===== src/rtl/cen_frac_gen.sv =====
`default_nettype none
// ============================================================================
// Module  : cen_frac_gen
// Brief   : Multi-channel fractional clock-enable generator. Channel k pulses
//           at an average rate of clk_sys*num_k/den_k (accumulator based).
//           The optional hold input is built in when the macro
//           CEN_FRAC_GEN_GATE_EN is defined.
// Rev     : 1.0  initial release
// ============================================================================
module cen_frac_gen #(
  parameter  int CHANNELS = 2,
  parameter  int WIDTH    = 10,
  parameter  int DEF_NUM  = 1,
  parameter  int DEF_DEN  = 4,
  localparam int CHW      = (CHANNELS > 1) ? $clog2(CHANNELS) : 1
) (
  input  logic                clk_sys,
  input  logic                reset,
  input  logic                cfg_wr,
  input  logic [CHW-1:0]      cfg_ch,
  input  logic [WIDTH-1:0]    cfg_num,
  input  logic [WIDTH-1:0]    cfg_den,
  input  logic                resync,
`ifdef CEN_FRAC_GEN_GATE_EN
  input  logic                hold,
`endif
  output logic [CHANNELS-1:0] cen,
  output logic                cfg_err
);

  localparam logic [WIDTH-1:0] C_DEF_NUM = WIDTH'(DEF_NUM);
  localparam logic [WIDTH-1:0] C_DEF_DEN = WIDTH'(DEF_DEN);

  logic             w_hold;
  logic             w_ch_bad;
  logic             w_num_over;
  logic [WIDTH-1:0] w_num_clamp;
  logic             r_cfg_err;

`ifdef CEN_FRAC_GEN_GATE_EN
  assign w_hold = hold;
`else
  assign w_hold = 1'b0;
`endif

  // Out-of-range channel indices only exist when CHANNELS is not a power of 2.
  if (CHANNELS == (1 << CHW)) begin : g_ch_full
    assign w_ch_bad = 1'b0;
  end else begin : g_ch_part
    assign w_ch_bad = (cfg_ch >= CHW'(CHANNELS));
  end

  assign w_num_over  = (cfg_num > cfg_den);
  assign w_num_clamp = w_num_over ? cfg_den : cfg_num;

  always_ff @(posedge clk_sys or posedge reset) begin
    if (reset) begin
      r_cfg_err <= 1'b0;
    end else begin
      r_cfg_err <= cfg_wr && (w_ch_bad || w_num_over);
    end
  end

  assign cfg_err = r_cfg_err;

  for (genvar k = 0; k < CHANNELS; k++) begin : g_ch
    logic [WIDTH-1:0] r_num;
    logic [WIDTH-1:0] r_den;
    logic [WIDTH:0]   r_acc;
    logic [WIDTH:0]   w_sum;
    logic             w_sel;
    logic             r_cen;

    assign w_sel = cfg_wr && (cfg_ch == CHW'(k));
    // acc < den and num <= den always hold, so the sum fits in WIDTH+1 bits.
    assign w_sum = r_acc + {1'b0, r_num};

    always_ff @(posedge clk_sys or posedge reset) begin
      if (reset) begin
        r_num <= C_DEF_NUM;
        r_den <= C_DEF_DEN;
        r_acc <= '0;
        r_cen <= 1'b0;
      end else if (w_sel) begin
        r_num <= w_num_clamp;
        r_den <= cfg_den;
        r_acc <= '0;
        r_cen <= 1'b0;
      end else if (resync) begin
        r_acc <= '0;
        r_cen <= 1'b0;
      end else if (w_hold) begin
        r_cen <= 1'b0;
      end else if (r_den == '0) begin
        r_acc <= '0;
        r_cen <= 1'b0;
      end else if (w_sum >= {1'b0, r_den}) begin
        r_acc <= w_sum - {1'b0, r_den};
        r_cen <= 1'b1;
      end else begin
        r_acc <= w_sum;
        r_cen <= 1'b0;
      end
    end

    assign cen[k] = r_cen;
  end

endmodule
`default_nettype wire


===== config.mk =====
export PLATFORM = sky130hd
export DESIGN_NAME = cen_frac_gen
export DESIGN_NICKNAME = d
export VERILOG_FILES = /design/src/rtl/cen_frac_gen.sv
export SDC_FILE = /design/constraint.sdc
export NUM_CORES = 1
export LEC_CHECK = 0
export BUFFER_PORTS_ARGS = -buffer_cell sky130_fd_sc_hd__clkbuf_2
export CAP_MARGIN = 40
export CORE_MARGIN = 2
export CORE_UTILIZATION = 55
export CTS_BUF_LIST = sky130_fd_sc_hd__clkbuf_4
export CTS_CLUSTER_DIAMETER = 30
export DETAILED_ROUTE_END_ITERATION = 10
export PLACE_DENSITY_LB_ADDON = 0.12
export SETUP_SLACK_MARGIN = 0.15
export SYNTH_ARGS = -nofsm -noshare
export SYNTH_HDL_FRONTEND = slang
export SYNTH_SLANG_ARGS = --single-unit

===== constraint.sdc =====
create_clock -name clk_sys -period 5 [get_ports clk_sys]
set_input_delay 0.5 -clock clk_sys [delete_from_list [all_inputs] [get_ports clk_sys]]
set_output_delay 0.5 -clock clk_sys [all_outputs]
set_load 0.01 [all_outputs]

==> results of run 1 <==
cell usage after synthesis, drive strengths merged (8+ instances only):
library cell	n	area, um2
nor2	19	87.6
a21oi	30	154
and3	19	130
o21ai	41	205
nand2b	23	144
xnor2	15	131
dfrtp	61	1530
ha	50	626
inv	38	143
nand3	13	65.1
a21boi	11	93.8
xor2	8	70.1
clkbuf	14	52.6
o31a	25	219
nand2	50	190
buf	8	62.6
a21o	13	97.6
sequential cells by signal (all words and copies together), names as in the netlist:
register    count
g_ch.r_cen      2
g_ch.r_num     20
cfg_err         1
g_ch.r_acc     22
g_ch.r_den     20
worst max path at each step:
stage	slack (ps)	to
after global placement	1310	g_ch[1].r_acc[1]
after global routing	790	g_ch[1].r_acc[1]
after CTS	1110	g_ch[1].r_acc[1]
after detailed placement	1150	g_ch[0].r_acc[6]
after floorplan	1490	g_ch[1].r_acc[10]
final	1050	g_ch[0].r_acc[6]
cell families (layout without fill, tap and decap cells):
kind of cell	after synthesis	after routing	synth area share (%)
simple gates	168	168	18.0
mux	5	5	0.990
fa+ha+maj	54	54	14.0
xor+xnor	23	23	3.98
flops	65	65	32.3
buf+inv	60	86	5.10
compound gates	179	179	25.8
cell type report:
type | instances | area [um2] | share of cell area, %
clock buffers | 9 | 67.6 | 1.24
inverters | 38 | 143 | 2.62
well taps | 108 | 135 | 2.49
multi-input cells | 429 | 3170 | 58.3
repair buffers | 32 | 170 | 3.13
clock inverters | 7 | 119 | 2.19
flip-flops and latches | 65 | 1630 | 30.0
through the flow:
| stage | instances | cell area [um2] | power, uW | worst slack (ps) |
|---|---|---|---|---|
| floorplan | 554 | 5060 | 2910 | 1490 |
| global placement | 670 | 5240 | 3370 | 1310 |
| detailed placement | 672 | 5250 | 3420 | 1150 |
| CTS | 688 | 5430 | 3900 | 1110 |
| global route | 688 | 5430 | 4300 | 792 |
| finish | 688 | 5430 | 3950 | 1050 |
power groups by stage:
stage                     clock [uW]  sequential, uW  combinational [uW]
after CTS                        471             714                2720
after global routing             495             727                3080
after floorplan                    0             699                2220
final                            468             714                2770
after global placement             0             721                2650
after detailed placement           0             725                2690
routing by layer:
layer  wire length, um  up-vias
li1                  -     2072
met2              5170      147
met1              6350     2027
met4               243        0
met3               837       19
met5                 0        -
cell usage in the layout (no fill, tap or decap), drive strengths merged, types with 4 or more instances in the layout:
cell type  synthesis  layout
a21boi            11      11
nor2b              6       6
clkbuf            14      36
and2               5       5
o211ai             7       7
or3                6       6
buf                8       5
o21ai             41      41
nand2             50      50
and3              19      19
a211oi             7       7
inv               38      38
nor4               4       4
nand3             13      13
mux2i              5       5
a21oi             30      30
nor2              19      19
o31ai              5       5
o31a              25      25
a21o              13      13
xnor2             15      15
nand2b            23      23
o21bai             5       5
nor3               7       7
dfrtp             61      61
xor2               8       8
dfstp              4       4
ha                50      50
a2111oi            5       5
fa                 4       4
nand4b             5       5
o21a               7       7
worst min-delay path, stage by stage:
cell	delay [ps]
clkbuf_2	80
inv_2	30
buf_4	620
==> metrics.csv, run 1 <==
stage,metric,value,unit
floorplan,dieArea,9980,um2
global_routing,grtUsageTotal,27.1,%
synth,syn_nets,633,
cts,clkSinkCount,65,
synth,yosys.cell_types.count,71,
synth,synth.cell_area,5060,um2
global_routing,antenna_found_initial,0,
critical_path,startpoint_type,flip-flop,
critical_path,r2r-start,g_ch[0].r_num[0],
routing,drtIter0Drc,248,
timing,rsz0062_at_grt,no,
cts,clockBufferDepth,2,
synth,synthArstFlopShare,100,%
global_routing,top_usage_layer,met1,
power_and_ir_drop,power_density,728,nW/um2
cts,cts_setup_buffers,0,
cts,holdBufCountCts,0,
power_and_ir_drop,pwr-share-comb,70.1,%
power_and_ir_drop,p_switching,1910,uW
critical_path,slowest_stage,a31o_1,
critical_path,ff2ff_path_depth,13,
timing,hold_violations,0,
timing,timing.hold.ws,262,ps
cts,clock_latency,430,ps
timing,finalSetupTns,0,ps
timing,setup_viol,0,
routing,wl,12600,um
power_and_ir_drop,pwr-share-seq,18.1,%
power_and_ir_drop,ir_drop,0.000405,V
synth,syn_area_per_cell,9.13,um2
global_routing,met2_usage,38.6,%
timing,fmax,0.253,GHz
placement,dp_hpwl,9880,um
final_layout,fin_util,61.7,%
cts,cts_max_level,3,
placement,gp_congestion,0.913,
power_and_ir_drop,switching_share,48.2,%
power_and_ir_drop,p_leak,0.00255,uW
routing,avgRoutedWirePerCell,18.3,um
critical_path,criticalPathCategory,reg -> reg,
outcome,status,"complete, no violations",
synth,synth-seq-cells,65,
routing,drc,0,
floorplan,floorplan.initialDensity,57.4,%
routing,dr.pass1.iters,5,
cts,clkTransAtPathRegs,130,ps
global_routing,use_met1,43.1,%
critical_path,cp_max_fo,9,
critical_path,critPathRequiredTime,5350,ps
critical_path,crit_path_start,g_ch[0].r_num[0],
critical_path,crit_path_end_kind,flip-flop,
critical_path,r2r_setup_slack,1050,ps
global_routing,grt_pass1_vias,4106,
synth,synth-edff-count,0,
synth,synthFlopType,dfrtp_1,
critical_path,arrival,4300,ps
critical_path,cp_common_cell,ha_1,
run,maxCapViolations,0,
critical_path,crit_family,compound AO/OA/AOI/OAI gates,
routing,vias,4265,
routing,viasPerCell,6.20,
critical_path,cp.depth,13,
cts,cts_tree,done,
power_and_ir_drop,clkPwrFrac,11.8,%
cts,cts_buffers,9,
final_layout,nets,654,
final_layout,drive_gt1_share,11.9,%
floorplan,core_area,8810,um2
routing,ant_nets,0,
hold_path,worst_hold_path_type,in -> async,
synth,syn_inst,554,
synth,yosys_warnings,0,
placement,port_buffers,27,
critical_path,crit_path_cell_trace,"ha_1, fa_1, a21o_1, a2111oi_0, nor3_1, xor2_1, ha_1, and2_1, nand3_1, o31ai_1, a31o_1, nor2_8, o31ai_2",
timing,period_share,79.0,%
floorplan,rows,34,
floorplan,die_y,99.9,um
global_routing,grt_max_degree,66,
floorplan,pin_count,28,
cts,post_cts_resized,0,
synth,seq_area_frac_synth,32.3,%
critical_path,r2r_end,g_ch[0].r_acc[6],
timing,worstMarginPinSlew,815,ps
critical_path,critPathMaxStageDelay,460,ps
power_and_ir_drop,internal_power,2050,uW
timing,fin_crit,3950,ps
final_layout,fillers,784,
floorplan,die_width,99.9,um
cts,clockRootBuffer,clkbuf_4,
timing,worst_slew_margin_rel,45.6,%
timing,finClkSkew,19.1,ps
global_routing,grt_overflow,0,
final_layout,synthToLayoutAreaGrowth,7.45,%
global_routing,grt_first_pass_wirelength,21000,um
final_layout,diodes,0,
global_routing,use_met3,3.06,%
critical_path,worstPathBufferInverterCount,0,
timing,slew_viol_final,0,
(Power assumes the default switching activity.)
==> run 2, diff against run 1 <==
Clock period 5 ns to 4.1 ns, I/O delays scaled along.
==> run 2 against run 1 <==
Effect of this change: design area fell by 0.28%; combinational power rose by 24%; die area did not move; via count fell by 0.54%; utilization fell by 0.17 points; largest cell class unchanged; setup slack got worse by 720 ps; flip-flop and latch count did not move; highest routed layer unchanged; routed wire length rose by 0.79%; first-iteration DRC count rose by 1.6%.
==> metrics.csv, run 2 (synthesized netlist as in run 1, its figures left out) <==
stage,metric,value,unit,change
timing,finClkSkew,20.9,ps,was 19.1 ps
cts,clkTransAtPathRegs,100,ps,was 130 ps
critical_path,r2r_setup_slack,330,ps,was 1050 ps
floorplan,core_area,8810,um2,unchanged
cts,clockBufferDepth,2,,unchanged
outcome,status,"complete, no violations",,unchanged
timing,hold_violations,0,,unchanged
critical_path,critPathRequiredTime,4370,ps,was 5350 ps
final_layout,final_cells,691,,was 688
hold_path,worst_hold_path_type,in -> reg,,was in -> async
routing,ant_nets,0,,unchanged
final_layout,seq_area,1630,um2,unchanged
critical_path,r2r-start,g_ch[1].r_num[1],,was g_ch[0].r_num[0]
routing,wl,12700,um,"was 12,600 um"
global_routing,antenna_found_initial,0,,unchanged
final_layout,multi_input_area,3180,um2,was 3170 um2
timing,worst_slack,326,ps,was 1050 ps
cts,clock_latency,420,ps,was 430 ps
cts,cts_buffers,9,,unchanged
routing,viasPerCell,6.14,,was 6.20
cts,cts_max_level,3,,unchanged
timing,period_share,92.1,%,was 79.0%
placement,gp_congestion,0.908,,was 0.913
floorplan,dieArea,9980,um2,unchanged
hold_path,hold_path_depth,3,,
final_layout,fillers,756,,was 784
global_routing,grt_pass1_vias,4046,,"was 4,106"
final_layout,final_common_cell,dfrtp_1,,unchanged
final_layout,nets,657,,was 654
global_routing,grt_first_pass_wirelength,20600,um,"was 21,000 um"
final_layout,layout_common_cells,"61 x dfrtp_1, 50 x ha_1, 49 x nand2_1, 37 x inv_1, 37 x o21ai_0",,unchanged
timing,worstMarginPinSlew,713,ps,was 815 ps
placement,port_buffers,27,,unchanged
placement,dp_hpwl,10000,um,was 9880 um
timing,slew_viol_final,0,,unchanged
final_layout,diodes,0,,unchanged
power_and_ir_drop,ir_drop,0.000510,V,was 0.000405 V
timing,setup_viol,0,,unchanged
routing,drc,0,,unchanged
final_layout,regMostFlops,g_ch.r_acc,,unchanged
final_layout,drive_gt1_share,12.7,%,was 11.9%
routing,avgRoutedWirePerCell,18.4,um,was 18.3 um
timing,fmax,0.265,GHz,was 0.253 GHz
routing,vias,4242,,"was 4,265"
floorplan,rows,34,,unchanged
timing,fin_crit,3770,ps,was 3950 ps
global_routing,grt_max_degree,47,,was 66
floorplan,die_y,99.9,um,unchanged
critical_path,cp_max_fo,9,,unchanged
global_routing,grtUsageTotal,26.9,%,was 27.1%
cts,clockRootBuffer,clkbuf_4,,unchanged
timing,rsz0062_at_grt,no,,unchanged
power_and_ir_drop,p_leak,0.00255,uW,about the same
critical_path,arrival,4040,ps,was 4300 ps
final_layout,largest_reg_flops,22,,unchanged
cts,clkSinkCount,65,,unchanged
cts,cts_tree,done,,unchanged
critical_path,crit_path_start,g_ch[1].r_num[1],,was g_ch[0].r_num[0]
global_routing,grt_overflow,0,,unchanged
critical_path,ff2ff_path_depth,13,,unchanged
run,maxCapViolations,0,,unchanged
power_and_ir_drop,power_density,872,nW/um2,was 728 nW/um2
routing,dr.pass1.iters,6,,was 5
critical_path,startpoint_type,flip-flop,,unchanged
routing,drtIter0Drc,252,,was 248
timing,finalSetupTns,0,ps,unchanged
hold_path,holdPathEnd,g_ch[1].r_den[2],,
timing,worst_slew_margin_rel,52.5,%,was 45.6%
floorplan,floorplan.initialDensity,57.4,%,unchanged
placement,pre_cts_ws,208,ps,was 1150 ps
placement,dp_cells,672,,unchanged
critical_path,crit_path_end_kind,flip-flop,,unchanged
hold_path,worstHoldStart,cfg_den[2],,
final_layout,synthToLayoutAreaGrowth,7.15,%,was 7.45%
floorplan,die_width,99.9,um,unchanged
critical_path,criticalPathCategory,reg -> reg,,unchanged
critical_path,r2r_end,g_ch[1].r_acc[6],,was g_ch[0].r_acc[6]
final_layout,largestRegisters,"g_ch.r_acc x22, g_ch.r_den x20, g_ch.r_num x20",,unchanged
floorplan,pin_count,28,,unchanged
==> run 2: per-layer routing <==
metal / vias up / global-route usage (%) / wire length, um
li1: 2082 / - / -
met1: 2017 / 41.7 / 6560
met2: 127 / 38.6 / 5220
met3: 16 / 5.71 / 773
met4: 0 / 6.01 / 151
met5: - / 0 / 0
==> run 2: worst max path at each step <==
stage                                    to  slack (ps)
after floorplan           g_ch[1].r_acc[10]         590
after global placement     g_ch[0].r_acc[9]         400
after detailed placement   g_ch[0].r_acc[6]         210
after CTS                  g_ch[1].r_acc[1]         210
after global routing      g_ch[1].r_acc[10]         150
final                      g_ch[1].r_acc[6]         330
==> run 2: critical path, stage by stage (launching register included) <==
cell      delay (ps)
dfrtp_1          420
ha_1             320
a211oi_1         220
o21bai_1         150
a221oi_2         350
mux2i_1          170
or2_2            320
ha_1             340
and3_2           270
a31oi_1          250
and3_1           230
nand2_1          190
o221ai_1         290
a21oi_1          110
==> run 2: layout make-up <==
type	count	area share (%)
clock buffer	11	1.52
multi-input combinational	429	58.7
inverter	38	2.63
sequential	65	30.1
clock inverter	5	0.877
tap	108	2.49
timing repair buffer	35	3.65
==> run 2: repair_timing <==
item | 4_1_cts | 5_1_grt
buffers inserted | 0 | 2
hold buffers | 1 | 0
endpoints found under the setup margin | 1 | 21
gates resized for setup | 1 | 4
hold endpoints to repair | 19 | 0
pin swaps | 0 | 1
==> run 2: power by group <==
group	switching [uW]	leakage [uW]	internal (uW)
Sequential	76.0	0.000793	793
Clock	232	0.0000757	194
Combinational	2000	0.00169	1430
==> run 2: per-stage QoR <==
step	area, um2	utilization [%]	power [uW]	hold slack (ps)
after floorplan	5060	-	3550	475
after global placement	5240	59.5	4130	438
after detailed placement	5250	59.6	4180	441
after CTS	5390	61.2	4640	253
after global routing	5420	61.5	5160	253
final	5420	61.5	4720	287
==> run 3, diff against run 2 <==
Clock period 4.1 ns to 3.4 ns, I/O delays scaled along.
==> run 3 against run 2 <==
Effect of this change: the flow now finishes with violations (negative setup slack); hold slack lost 84 ps; clock skew down 2.6 ps; clock power increased by 42%; clock-buffer cell count down 2; largest power group unchanged; fmax increased by 9.7%; highest routed layer unchanged; flip-flop and latch count unchanged; first-iteration DRC count is the same; sequential share of layout area shrank 3.7 points; global-route usage rose by 2.1 points.
==> metrics.csv, run 3 (synthesized netlist as in run 1, its figures left out) <==
stage,metric,value,unit,change
outcome,status,finished with violations,,"was complete, no violations"
outcome,violations,negative setup slack,,
floorplan,floorplan.initialDensity,57.4,%,unchanged
timing,setup_viol,9,,was 0
power_and_ir_drop,ir_drop,0.000715,V,was 0.000510 V
global_routing,grtUsageTotal,28.9,%,was 26.9%
timing,worstMarginPinSlew,762,ps,was 713 ps
final_layout,drive_gt1_share,26.2,%,was 12.7%
final_layout,fin_util,70.0,%,was 61.5%
final_layout,regMostFlops,g_ch.r_acc,,unchanged
run,maxCapViolations,0,,unchanged
routing,drc,0,,unchanged
cts,clkSinkCount,65,,unchanged
final_layout,synthToLayoutAreaGrowth,22.0,%,was 7.15%
cts,clockRootBuffer,clkbuf_4,,unchanged
critical_path,arrival,3780,ps,was 4040 ps
floorplan,dieArea,9980,um2,unchanged
floorplan,core_area,8810,um2,unchanged
routing,drtIter0Drc,252,,unchanged
cts,clockBufferDepth,2,,unchanged
cts,cts_tree,done,,unchanged
hold_path,worst_hold_path_type,in -> reg,,unchanged
final_layout,diodes,0,,unchanged
critical_path,critPathRequiredTime,3740,ps,was 4370 ps
routing,avgRoutedWirePerCell,19.8,um,was 18.4 um
timing,slew_viol_final,0,,unchanged
critical_path,slowest_stage,or4_4,,was dfrtp_1
timing,rsz0062_at_grt,yes,,was no
power_and_ir_drop,p_leak,0.00282,uW,was 0.00255 uW
critical_path,cp_max_fo,7,,was 9
global_routing,grt_overflow,0,,unchanged
final_layout,largest_reg_flops,22,,unchanged
timing,timing.hold.ws,202,ps,was 287 ps
timing,worst_slack,-40.1,ps,was 326 ps
placement,placed_area,5480,um2,was 5250 um2
cts,clkTransAtPathRegs,120,ps,was 100 ps
timing,period_share,101,%,was 92.1%
power_and_ir_drop,power_density,1190,nW/um2,was 872 nW/um2
final_layout,final_common_cell,dfrtp_1,,unchanged
cts,clock_latency,420,ps,about the same
placement,dp_cells,692,,was 672
floorplan,die_width,99.9,um,unchanged
critical_path,criticalPathCategory,reg -> reg,,unchanged
routing,wl,14400,um,"was 12,700 um"
global_routing,grt_first_pass_wirelength,22400,um,"was 20,600 um"
floorplan,rows,34,,unchanged
critical_path,startpoint_type,flip-flop,,unchanged
placement,port_buffers,27,,unchanged
critical_path,crit_path_end_kind,flip-flop,,unchanged
routing,ant_nets,0,,unchanged
critical_path,crit_path_cell_trace,"ha_4, fa_2, a21o_4, a2111oi_4, xnor2_2, ha_2, or4_4, o211ai_4, a21boi_4, nor2_8, mux2i_1",,"was ha_1, a211oi_1, o21bai_1, a221oi_2, mux2i_1, or2_2, ha_1, and3_2, a31oi_1, and3_1, nand2_1, o221ai_1, a21oi_1"
placement,gp_congestion,0.909,,was 0.908
final_layout,layout_common_cells,"61 x dfrtp_1, 48 x nand2_1, 41 x buf_4, 39 x ha_1, 37 x inv_1",,"was 61 x dfrtp_1, 50 x ha_1, 49 x nand2_1, 37 x inv_1, 37 x o21ai_0"
final_layout,nets,696,,was 657
final_layout,final_cells,730,,was 691
global_routing,grt_max_degree,39,,was 47
cts,cts_max_level,3,,unchanged
timing,fin_crit,3440,ps,was 3770 ps
timing,worst_slew_margin_rel,49.2,%,was 52.5%
final_layout,final_cell_area,6170,um2,was 5420 um2
timing,finClkSkew,18.3,ps,was 20.9 ps
timing,hold_violations,0,,unchanged
routing,viasPerCell,6.26,,was 6.14
cts,cts_buffers,9,,unchanged
routing,vias,4567,,"was 4,242"
power_and_ir_drop,total_power,7310,uW,was 4720 uW
timing,fmax,0.291,GHz,was 0.265 GHz
critical_path,critPathMaxStageDelay,440,ps,was 420 ps
routing,dr.pass1.iters,5,,was 6
floorplan,die_y,99.9,um,unchanged
global_routing,grt_pass1_vias,4394,,"was 4,046"
floorplan,pin_count,28,,unchanged
placement,dp_hpwl,10600,um,"was 10,000 um"
global_routing,antenna_found_initial,0,,unchanged
final_layout,largestRegisters,"g_ch.r_acc x22, g_ch.r_den x20, g_ch.r_num x20",,unchanged
## run 3: changes by cell type in the layout (fill, tap and decap cells not counted), sizes merged
| cell | before | now |
|---|---|---|
| inv | 38 | 39 |
| clkinvlp | 0 | 2 |
| clkinv | 4 | 2 |
| bufinv | 1 | 2 |
| buf | 7 | 45 |
| a21boi | 11 | 12 |
| clkbuf | 38 | 36 |
## run 3: worst paths after layout
| kind | start | to | slack, ps | cells past startpoint |
|---|---|---|---|---|
| min | cfg_den[2] | g_ch[0].r_den[2] | 200 | 3 |
| min reg2reg | g_ch[0].r_den[2] | g_ch[0].r_den[2] | 540 | 2 |
| max in group asynchronous | reset | g_ch[1].r_num[1] | 2420 | 5 |
| max reg2reg | g_ch[0].r_acc[0] | g_ch[0].r_acc[3] | -40 | 11 |
| min in group asynchronous | reset | g_ch[0].r_num[7] | 310 | 3 |
| max | g_ch[0].r_acc[0] | g_ch[0].r_acc[3] | -40 | 11 |
## run 3: routing by layer
metal	up-vias	global-route usage, %	wire length (um)
li1	2164	-	-
met1	2204	43.1	6680
met2	172	44.0	6430
met3	27	4.60	1000
met4	0	8.01	318
met5	-	0	0
## run 3: layout make-up
cell class / instances / area, um2
Tap cell: 108 / 135
Inverter: 38 / 143
Timing Repair Buffer: 73 / 507
Multi-Input combinational cell: 430 / 3590
Fill cell: 693 / 2640
Sequential cell: 65 / 1630
Clock inverter: 7 / 93.8
Clock buffer: 9 / 67.6
## run 3: worst max-delay path, delay by kind of cell (launching register included)
kind | cells | cell delay, ps
AOI/OAI and AO/OA | 4 | 1080
DFF | 1 | 420
xor gates and xnor gates | 1 | 140
and+or+nand+nor | 2 | 710
adders and majority gates | 3 | 780
muxes | 1 | 230
## run 3: metrics by stage
stage               TNS, ps  worst slack (ps)
global route          -1250              -157
floorplan                 0               152
finish                 -158             -40.1
CTS                       0              71.0
detailed placement    -1880              -212
global placement      -1980              -237
## run 3: timing repair
| item | 4_1_cts | 5_1_grt |
|---|---|---|
| buffers inserted | 11 | 9 |
| hold endpoints to repair | 10 | 0 |
| pin swaps | 27 | 36 |
| gates cloned | 1 | 0 |
| hold buffers | 1 | 0 |
| setup endpoints to repair | 23 | 24 |
| gates resized for setup | 29 | 37 |
## run 3: report_power, final
| group | switching (uW) | internal (uW) | leakage (uW) |
|---|---|---|---|
| combinational | 3060 | 2580 | 0.00194 |
| clock | 308 | 298 | 0.0000823 |
| sequential | 110 | 956 | 0.000793 |
